**src/rtl/pipe_skid_stage_pkg.sv**
```systemverilog
// Shared constants and payload layout for the inter-stage pipeline registers.
package pipe_skid_stage_pkg;

  // Default payload and occupancy widths
  localparam int unsigned DataW = 96;
  localparam int unsigned CntW  = 2;

  // Reset level helpers for stages that test the reset line explicitly
  localparam logic ResetEnable  = 1'b1;
  localparam logic ResetDisable = 1'b0;

  // Payload field widths shared by all stages
  localparam int unsigned AddrLen    = 32;
  localparam int unsigned RegLen     = 32;
  localparam int unsigned RegAddrLen = 5;
  localparam int unsigned OpCodeLen  = 8;
  localparam int unsigned OpSelLen   = 3;
  localparam int unsigned WrEnLen    = 1;
  localparam int unsigned PadLen     = DataW - (AddrLen + RegLen + RegAddrLen
                                                + OpCodeLen + OpSelLen + WrEnLen);

  // Payload field offsets (LSB positions), packed from the top down
  localparam int unsigned PcLsb     = DataW - AddrLen;
  localparam int unsigned OperLsb   = PcLsb - RegLen;
  localparam int unsigned RdLsb     = OperLsb - RegAddrLen;
  localparam int unsigned AluOpLsb  = RdLsb - OpCodeLen;
  localparam int unsigned AluSelLsb = AluOpLsb - OpSelLen;
  localparam int unsigned WrEnLsb   = AluSelLsb - WrEnLen;

  // All-zero payload: a bubble with write-enable and aluop cleared is a NOP
  localparam logic [DataW-1:0] ZERO_WORD = '0;

  // Stage payload as seen by the instantiating stages
  typedef struct packed {
    logic [AddrLen-1:0]    pc;
    logic [RegLen-1:0]     operand;
    logic [RegAddrLen-1:0] rd;
    logic [OpCodeLen-1:0]  aluop;
    logic [OpSelLen-1:0]   alusel;
    logic [WrEnLen-1:0]    wr_en;
    logic [PadLen-1:0]     pad;
  } stage_payload_t;

  // Handshake state, encoded as {main_valid, skid_valid}
  typedef enum logic [1:0] {
    StEmpty   = 2'b00,
    StIllegal = 2'b01,
    StOne     = 2'b10,
    StFull    = 2'b11
  } stage_state_e;

  // Pack a structured payload into the flat stage bus
  function automatic logic [DataW-1:0] pack_payload(input stage_payload_t p);
    return DataW'(p);
  endfunction

  // Unpack the flat stage bus into its fields
  function automatic stage_payload_t unpack_payload(input logic [DataW-1:0] w);
    return stage_payload_t'(w);
  endfunction

endpackage

```
**src/rtl/pipe_skid_stage_slot.sv**
```systemverilog
// One valid+data holding register with load, clear and valid-only kill.
module pipe_slot #(
  parameter int unsigned DATA_W = 96
) (
  input  logic              clk,
  input  logic              rst,
  input  logic              ld_i,
  input  logic              clr_i,
  input  logic              kill_i,
  input  logic [DATA_W-1:0] data_i,
  output logic              valid_o,
  output logic [DATA_W-1:0] data_o
);

  logic              valid_q, valid_d;
  logic [DATA_W-1:0] data_q,  data_d;

  // Next slot contents: clear beats load, load beats kill
  always_comb begin
    valid_d = valid_q;
    data_d  = data_q;
    if (clr_i) begin
      valid_d = 1'b0;
      data_d  = '0;
    end else if (ld_i) begin
      valid_d = 1'b1;
      data_d  = data_i;
    end else if (kill_i) begin
      valid_d = 1'b0;
    end
  end

  // Slot register with async reset to an empty, zeroed entry
  always_ff @(posedge clk or posedge rst) begin
    if (rst) begin
      valid_q <= 1'b0;
      data_q  <= '0;
    end else begin
      valid_q <= valid_d;
      data_q  <= data_d;
    end
  end

  assign valid_o = valid_q;
  assign data_o  = data_q;

endmodule

```
**src/rtl/pipe_skid_stage.sv**
```systemverilog
// Generic inter-stage pipeline register with a 2-entry skid buffer and flush.
module pipe_skid_stage
  import pipe_skid_stage_pkg::*;
#(
  parameter int unsigned DATA_W      = DataW,
  parameter bit          ZERO_BUBBLE = 1'b1,
  parameter int unsigned CNT_W       = CntW
) (
  input  logic              clk,
  input  logic              rst,
  input  logic              in_valid,
  output logic              in_ready,
  input  logic [DATA_W-1:0] in_data,
  output logic              out_valid,
  input  logic              out_ready,
  output logic [DATA_W-1:0] out_data,
  input  logic              flush_i,
  output logic [CNT_W-1:0]  occupancy
);

  logic              m_valid, s_valid;
  logic [DATA_W-1:0] m_data,  s_data;
  logic [DATA_W-1:0] m_din;
  logic              m_ld, m_clr, m_kill, m_from_skid;
  logic              s_ld, s_clr;
  logic              nxt_m_valid, nxt_s_valid;
  logic              accept_c, send_c;
  stage_state_e      state_c;

  logic              in_ready_q, in_ready_d;
  logic [CNT_W-1:0]  occ_q, occ_d;

  // Slot valids are the state register; view them as the handshake state
  assign state_c  = stage_state_e'({m_valid, s_valid});
  assign accept_c = in_valid & in_ready_q;
  assign send_c   = m_valid & out_ready;

  // Next-state and slot controls; flush empties the stage, a send still completes
  always_comb begin
    m_ld        = 1'b0;
    m_clr       = 1'b0;
    m_kill      = 1'b0;
    m_from_skid = 1'b0;
    s_ld        = 1'b0;
    s_clr       = 1'b0;
    nxt_m_valid = m_valid;
    nxt_s_valid = s_valid;
    if (flush_i) begin
      m_clr       = 1'b1;
      s_clr       = 1'b1;
      nxt_m_valid = 1'b0;
      nxt_s_valid = 1'b0;
    end else begin
      unique case (state_c)
        StEmpty: begin
          if (accept_c) begin
            m_ld        = 1'b1;
            nxt_m_valid = 1'b1;
          end
        end
        StOne: begin
          if (accept_c && send_c) begin
            m_ld = 1'b1;
          end else if (send_c) begin
            nxt_m_valid = 1'b0;
            if (ZERO_BUBBLE) begin
              m_clr = 1'b1;
            end else begin
              m_kill = 1'b1;
            end
          end else if (accept_c) begin
            s_ld        = 1'b1;
            nxt_s_valid = 1'b1;
          end
        end
        StFull: begin
          if (send_c) begin
            m_ld        = 1'b1;
            m_from_skid = 1'b1;
            s_clr       = 1'b1;
            nxt_s_valid = 1'b0;
          end
        end
        default: begin
          m_clr       = 1'b1;
          s_clr       = 1'b1;
          nxt_m_valid = 1'b0;
          nxt_s_valid = 1'b0;
        end
      endcase
    end
  end

  // Main slot refills from skid when draining FULL, otherwise from upstream
  assign m_din = m_from_skid ? s_data : in_data;

  // Main slot drives the downstream outputs
  pipe_slot #(.DATA_W(DATA_W)) u_main (
    .clk     (clk),
    .rst     (rst),
    .ld_i    (m_ld),
    .clr_i   (m_clr),
    .kill_i  (m_kill),
    .data_i  (m_din),
    .valid_o (m_valid),
    .data_o  (m_data)
  );

  // Skid slot catches the beat accepted while downstream stalled
  pipe_slot #(.DATA_W(DATA_W)) u_skid (
    .clk     (clk),
    .rst     (rst),
    .ld_i    (s_ld),
    .clr_i   (s_clr),
    .kill_i  (1'b0),
    .data_i  (in_data),
    .valid_o (s_valid),
    .data_o  (s_data)
  );

  // Ready and occupancy derived from the next slot valids
  always_comb begin
    in_ready_d = ~nxt_s_valid;
    occ_d      = CNT_W'(nxt_m_valid) + CNT_W'(nxt_s_valid);
  end

  // Registered ready and occupancy so neither depends on out_ready this cycle
  always_ff @(posedge clk or posedge rst) begin
    if (rst) begin
      in_ready_q <= 1'b1;
      occ_q      <= '0;
    end else begin
      in_ready_q <= in_ready_d;
      occ_q      <= occ_d;
    end
  end

  assign in_ready  = in_ready_q;
  assign out_valid = m_valid;
  assign out_data  = m_data;
  assign occupancy = occ_q;

  // Skid may only hold an entry while main holds one
  a_no_illegal_state: assert property (@(posedge clk) disable iff (rst)
    state_c != StIllegal);

  // Bubbles present an all-zero payload
  a_zero_bubble: assert property (@(posedge clk) disable iff (rst)
    (!ZERO_BUBBLE || m_valid || (m_data == '0)));

  // Registered ready always mirrors an empty skid slot
  a_ready_tracks_skid: assert property (@(posedge clk) disable iff (rst)
    in_ready_q == ~s_valid);

endmodule

```
**config.mk**
```make
export PLATFORM = sky130hd
export DESIGN_NAME = pipe_skid_stage
export DESIGN_NICKNAME = d
export VERILOG_FILES = /design/src/rtl/pipe_skid_stage_pkg.sv /design/src/rtl/pipe_skid_stage_slot.sv /design/src/rtl/pipe_skid_stage.sv
export SDC_FILE = /design/constraint.sdc
export NUM_CORES = 1
export LEC_CHECK = 0
export ABC_AREA = 1
export ABC_CLOCK_PERIOD_IN_PS = 6110
export CAP_MARGIN = 20
export CORE_UTILIZATION = 47
export CTS_BUF_LIST = sky130_fd_sc_hd__clkbuf_16
export CTS_CLUSTER_DIAMETER = 80
export DETAILED_ROUTE_END_ITERATION = 16
export PLACE_DENSITY = 0.78
export SYNTH_ARGS = -nofsm -noshare
export SYNTH_HDL_FRONTEND = slang
export SYNTH_SLANG_ARGS = --single-unit
```
**constraint.sdc**
```tcl
create_clock -name clk -period 6.11 [get_ports clk]
set_input_delay 0.9165 -clock clk [delete_from_list [all_inputs] [get_ports clk]]
set_output_delay 0.9165 -clock clk [all_outputs]
set_load 0.02 [all_outputs]
```
==> results.cfg <==
[status]
status = finished, final reports clean

[pwr]
vdd_drop_max_v = 0.0001998
swShare_pct = 38.21
p_seq_share_pct = 40.5
p_int_w = 0.002741
comb_power_share_pct = 35.8
leakagePower_nw = 6.265
net-switching-power_w = 0.001695
power_density_nw_per_um2 = 367.6
power.share.clock_pct = 23.7

[global_routing]
met1_usage_pct = 36.47
globalRouteMet2Util_pct = 41.04
use_met3_pct = 4.570
grt_pass1_wl_mm = 42.07
antenna_found_initial = 1
busiest_layer = met2
groute.usage.overall_pct = 26.02
grt_max_degree = 198
grt_pass1_vias = 8041
gr-total-overflow = 0

[die]
die_area_um2 = 20740
die_h_um = 144.0
core_area_um2 = 19590
boundaryPins = 201
die_x_um = 144.0
initial_core_util_pct = 48.39
num_rows = 51

[timing]
hold_viol = 0
finClkSkew_ns = 0.007809
fin_hold_ws_ns = 0.5043
post-route-period-util_pct = 52.14
clock.fmax_mhz = 313.9
final-setup-viol-count = 0
period_needed_ns = 3.186
rsz0062_at_grt = no
maxSlewHeadroom_pct = 22.38
slew_violations = 0
fin_setup_tns_ns = 0
worst_pin_slew_ns = 1.164

[route]
drt-total-wl_mm = 26.17
vias = 8947
drtAntennaViolNets = 0
dr.pass1.iters = 5
routed_via_density = 5.513
wl_per_cell_um = 16.12
drt_iter0_drc = 1024
drcViolationCount = 0

[min_path]
hold_path_depth = 2
hp-start = u_main.data_o[88]
hold_path_end = u_main.data_o[88]
hold_path.class = flip-flop to flip-flop

[clock_network]
numCtsBuffers = 17
clock-root-buffer = clkbuf_16
clock-sinks = 197
cts_max_level = 4
cts_resized = 0
post-cts-setup-buffers = 0
clk_path_buf_depth = 2
clk_pin_slew_ns = 0.07
cts_tree = yes
ctsHoldBuffers = 0
clock_latency_ns = 0.43

[place]
post-dp-hpwl_mm = 14.80
numPortBuffers = 200
place_congestion = 0.8219

[yosys]
synth_cells = 1216
netlist_area_um2 = 9480
ys_seq_elements = 197
yosys.cell_types.count = 23
syn_area_per_cell_um2 = 7.796
yosys_warnings = 0
synth.net_count = 1323
synth-seq-area-share_pct = 52.01

[worst_setup_path]
crit-reg2reg-launch = u_main.valid_o
cp_max_fo = 57
cp_data_required_time_ns = 6.47
regToRegSetupSlack_ns = 3.18
slowest_delay_ns = 0.71
start_kind = primary input
crit_chain = clkdlybuf4s50_1 > nand2_1 > nor2_1 > nor2_1 > nor2_4 > buf_4 > nand3_1 > nand2_1
r2r.worst_path.cells = 8
critPathSlowestCell = nor2_4
crit_type = primary input to flip-flop
end_kind = flip-flop
regToRegEndpoint = u_main.data_o[93]
arrival_ns = 3.55

[final_layout]
drive_gt1_share_pct = 3.611
nets = 1451
area_growth_syn_to_layout_pct = 27.27

[run]
maxCapViolCount = 0
==> synthesized netlist by cell type (all sizes together) <==
cell type,count,area (um^2)
clkbuf,32,120.1
nand3,391,1967
dfstp,1,26.28
a21oi,3,18.77
a21boi,1,7.510
ha,6,75.07
nor2,6,32.53
nand4,1,6.260
inv,12,45.05
buf,70,407.9
dfrtp,196,4905
nand2,495,1861
clkinv,1,3.750
o21ai,1,5.000
==> critical path, delay by kind of cell <==
kind / cells / cell delay [ns]
buffers and inverters: 2 / 1.21
AND/OR/NAND/NOR: 6 / 1.38
==> cell type report <==
| cell class | instances | area [um^2] |
|---|---|---|
| Timing Repair Buffer | 211 | 2190 |
| Inverter | 13 | 57.56 |
| Fill cell | 1749 | 7525 |
| Tap cell | 265 | 331.6 |
| Clock inverter | 15 | 115.1 |
| Clock buffer | 17 | 425.4 |
| Antenna cell | 1 | 2.502 |
| Sequential cell | 197 | 4931 |
| Multi-Input combinational cell | 904 | 4013 |
==> metal layers <==
| metal | vias to the layer above | wire (um) |
|---|---|---|
| li1 | 4228 | - |
| met1 | 4327 | 11700 |
| met2 | 361 | 12270 |
| met3 | 31 | 1760 |
| met4 | 0 | 439 |
| met5 | - | 0 |
==> layout by cell type, fill, tap and decap left out <==
cell type and instances:
clkinv_1 5, clkbuf_16 17, inv_2 1, nand4_1 1, bufinv_16 1, a21oi_4 1, o21ai_0 1, dfstp_2 1
buf_12 2, ha_1 6, clkinvlp_4 4, inv_6 3, nand3_4 1, nand2_4 3, nand3_1 389, diode_2 1
buf_16 4, buf_4 5, dfrtp_1 196, clkinv_2 1, inv_1 11, nor2_1 4, nand3_2 1, clkinv_4 2
nand2_1 492, a21oi_1 2, clkdlybuf4s50_1 200, a21boi_0 1, nor2_4 2
==> logic make-up (layout without fill, tap and decap cells) <==
group	after synthesis	after routing	synth area share, %
and+or+nand+nor	893	893	40.78
DFF	197	197	52.01
buffers and inverters	115	256	6.084
adders and majority gates	6	6	0.7918
AOI/OAI and AO/OA	5	5	0.3299
other	0	1	0
==> sequential cells by signal (all words and copies together) (netlist names) <==
name / cells
u_main.data_o: 96
occupancy: 2
u_skid.data_o: 96
u_skid.valid_o: 1
in_ready: 1
u_main.valid_o: 1
==> worst max-delay path by stage <==
stage / slack (ns) / startpoint / cells after the start / end
after global routing: 2.69 / out_ready / 8 / u_main.data_o[78]
after floorplan: 2.65 / rst / 1 / occupancy[0]
after CTS: 2.98 / out_ready / 8 / u_main.data_o[93]
after detailed placement: 2.54 / out_ready / 8 / u_main.data_o[93]
final: 2.92 / out_ready / 8 / u_main.data_o[93]
after global placement: 2.63 / out_ready / 8 / u_main.data_o[53]
==> metrics by stage <==
stage	std cells	utilization [%]	power (W)	setup slack, ns	instance area (um^2)
detailed placement	1587	58.40	0.003368	2.543	11440
CTS	1619	61.15	0.004421	2.985	11980
floorplan	1216	-	0.002771	2.648	9484
global placement	1586	58.26	0.003333	2.631	11410
finish	1623	61.59	0.004436	2.924	12070
global route	1622	61.58	0.004690	2.690	12060
==> power by group through the flow <==
stage,Combinational (W),Clock [W],Sequential (W)
2_1_floorplan,0.000796,0,0.00197
3_3_place_gp,0.00153,0,0.00180
3_5_place_dp,0.00156,0,0.00181
4_1_cts,0.00156,0.00107,0.00179
5_1_grt,0.00173,0.00113,0.00183
6_report,0.00159,0.00105,0.00180
Note: power is estimated with default switching activity, not from simulation.
==> RTL change: new RTL, same flow settings <==
`ZERO_BUBBLE`: 1'b1 -> 1'b0.
--- a/src/rtl/pipe_skid_stage.sv
+++ b/src/rtl/pipe_skid_stage.sv
@@ -4,5 +4,5 @@
 #(
   parameter int unsigned DATA_W      = DataW,
-  parameter bit          ZERO_BUBBLE = 1'b1,
+  parameter bit          ZERO_BUBBLE = 1'b0,
   parameter int unsigned CNT_W       = CntW
 ) (
Behaviour: not the same (Yosys sat finds a counterexample within 4 cycles, from zero or initial values and one cycle with rst high).
==> RTL change against the unedited design <==
- area after synthesis shrank 6.0%
- sequential cell count did not move
- cell area decreased by 3.4%
- via count is 7.4% lower
- sequential share of layout area increased by 1.4 points
- wire length decreased by 8.2%
- setup slack better by 0.020 ns
Power is not compared: it rests on default switching activity, and its combinational part moved more than twofold at a synthesized area within 25%.
==> RTL change: results (changes against the unedited design) <==
stage,metric,value,unit,change
sta,finClkSkew,0.0120,ns,+0.00421 ns
synthesis,synth-seq-cells,197,,unchanged
placement,dpl.hpwl,13.2,mm,-11%
cts,insertion_delay,0.43,ns,about the same
routing,drt-vias-per-instance,5.31,,-3.7%
synthesis,synthFlopType,dfrtp_1,,
cts,clk_pin_slew_worst_paths,0.07,ns,about the same
placement,gp_congestion,0.827,,+0.57%
worst_setup_path,slowest_delay,0.73,ns,+0.02 ns
cts,ctsHtreeMaxLevel,4,,unchanged
synthesis,synth_cell_types,17,,-26%
final_layout,drive_gt1_share,3.90,%,+0.29 points
final_layout,fill_cells,1533,,-12%
placement,io_buffers,200,,unchanged
synthesis,async_reset_ff_share,100,%,unchanged
routing,wirelength,24.0,mm,-8.2%
power,p_int,2290,µW,
global_routing,antenna_found_initial,1,,unchanged
synthesis,ys_seq_area_share,55.4,%,+3.3 points
sta,max_slew.worst_pin.slew,1.22,ns,+0.0592 ns
outcome,outcome,finished clean,,
routing,antenna_left,0,,unchanged
synthesis,synthesis.nets,1272,,-3.9%
cts,numCtsBuffers,17,,unchanged
cts,post_cts_resized,0,,unchanged
power,ir_drop,0.000202,V,
global_routing,grt_pass1_wl,39.8,mm,-5.5%
final_layout,fin_nets,1422,,-2.0%
global_routing,grt_max_degree,198,,unchanged
cts,postCtsSetupBuffers,0,,unchanged
worst_setup_path,cp.arrival,3.53,ns,-0.02 ns
cts,clock_path_buffers,2,,unchanged
global_routing,first_global_vias,7929,,-1.4%
power,total_leakage_power,0.00625,µW,
synthesis,synthTopCellsByCount,"nand2_1, dfrtp_1, nand3_1",,
global_routing,grt_usage,25.5,%,-0.54 points
synthesis,synth_area_leaders,"dfrtp_1, nand2_1, nand3_1, buf_2, clkbuf_1",,
final_layout,antenna_cells,0,,-1
cts,cts-root-buf,clkbuf_16,,
min_path,min_path_type,reg -> reg,,
synthesis,ys_warn_count,0,,unchanged
worst_setup_path,crit_fanout,60,,+5.3%
routing,drt_first_pass_iters,5,,unchanged
worst_setup_path,critPathSlowestCell,nor2_4,,
routing,first_iter_violations,691,,-33%
[RTL change: layout make-up]
| type | count | area (µm²) | area share [%] |
|---|---|---|---|
| Multi-Input combinational cell | 886 | 3640 | 31.2 |
| Sequential cell | 197 | 4930 | 42.3 |
| Clock inverter | 14 | 184 | 1.58 |
| Inverter | 7 | 31.3 | 0.268 |
| Tap cell | 229 | 287 | 2.46 |
| Timing Repair Buffer | 211 | 2160 | 18.5 |
| Clock buffer | 17 | 425 | 3.65 |
[RTL change: metal layers]
metal	vias up	global-route usage, %	wire length, µm
met3	19	6.68	2270
met5	-	0	17
met4	2	7.23	258
met1	3957	35.3	10500
met2	338	39.5	11000
li1	3973	-	-
[RTL change: power groups by stage]
stage / registers (µW) / logic, µW / clock network [µW]
after global placement: 1460 / 507 / 0
after CTS: 1440 / 519 / 1190
after global routing: 1450 / 563 / 1250
after detailed placement: 1460 / 516 / 0
after floorplan: 1530 / 188 / 0
final: 1440 / 518 / 1170
[RTL change: cell families after synthesis]
group,Yosys count,synth area share (%)
flip-flops,197,55.4
AND/OR/NAND/NOR,881,40.0
AO/OA/AOI/OAI,4,0.267
adder cells (fa/ha/maj),1,0.140
buffers and inverters,87,4.24
[RTL change: path summary, 6_finish.rpt]
path / startpoint / endpoint / cells after the start / slack [ns]
worst max-delay path: flush_i / u_main.data_o[54]$_DFFE_PP0P_ / 9 / 2.94
worst min-delay path: u_main.data_o[37]$_DFFE_PP0P_ / u_main.data_o[37]$_DFFE_PP0P_ / 2 / 0.48
worst max register to register: in_ready$_DFF_PP1_ / u_main.data_o[54]$_DFFE_PP0P_ / 7 / 3.45
worst min register to register: u_main.data_o[37]$_DFFE_PP0P_ / u_main.data_o[37]$_DFFE_PP0P_ / 2 / 0.48
max in group asynchronous: rst / u_skid.data_o[78]$_DFFE_PP0P_ / 3 / 4.08
min in group asynchronous: rst / u_main.data_o[82]$_DFFE_PP0P_ / 3 / 1.01
[RTL change: worst max-delay path, delay by kind of cell]
| family | cells | cell delay, ns |
|---|---|---|
| simple gates | 6 | 1.28 |
| buf+inv | 3 | 1.30 |
[RTL change: per-stage QoR]
step	area, µm²	setup slack [ns]	hold WS [ns]	total power (µW)	instances
after floorplan	8910	2.65	0.472	1710	1170
after global placement	11000	2.56	0.462	1970	1526
after detailed placement	11000	2.56	0.464	1980	1527
after CTS	11600	2.98	0.482	3150	1558
after global routing	11700	2.78	0.494	3260	1561
final	11700	2.94	0.476	3130	1561
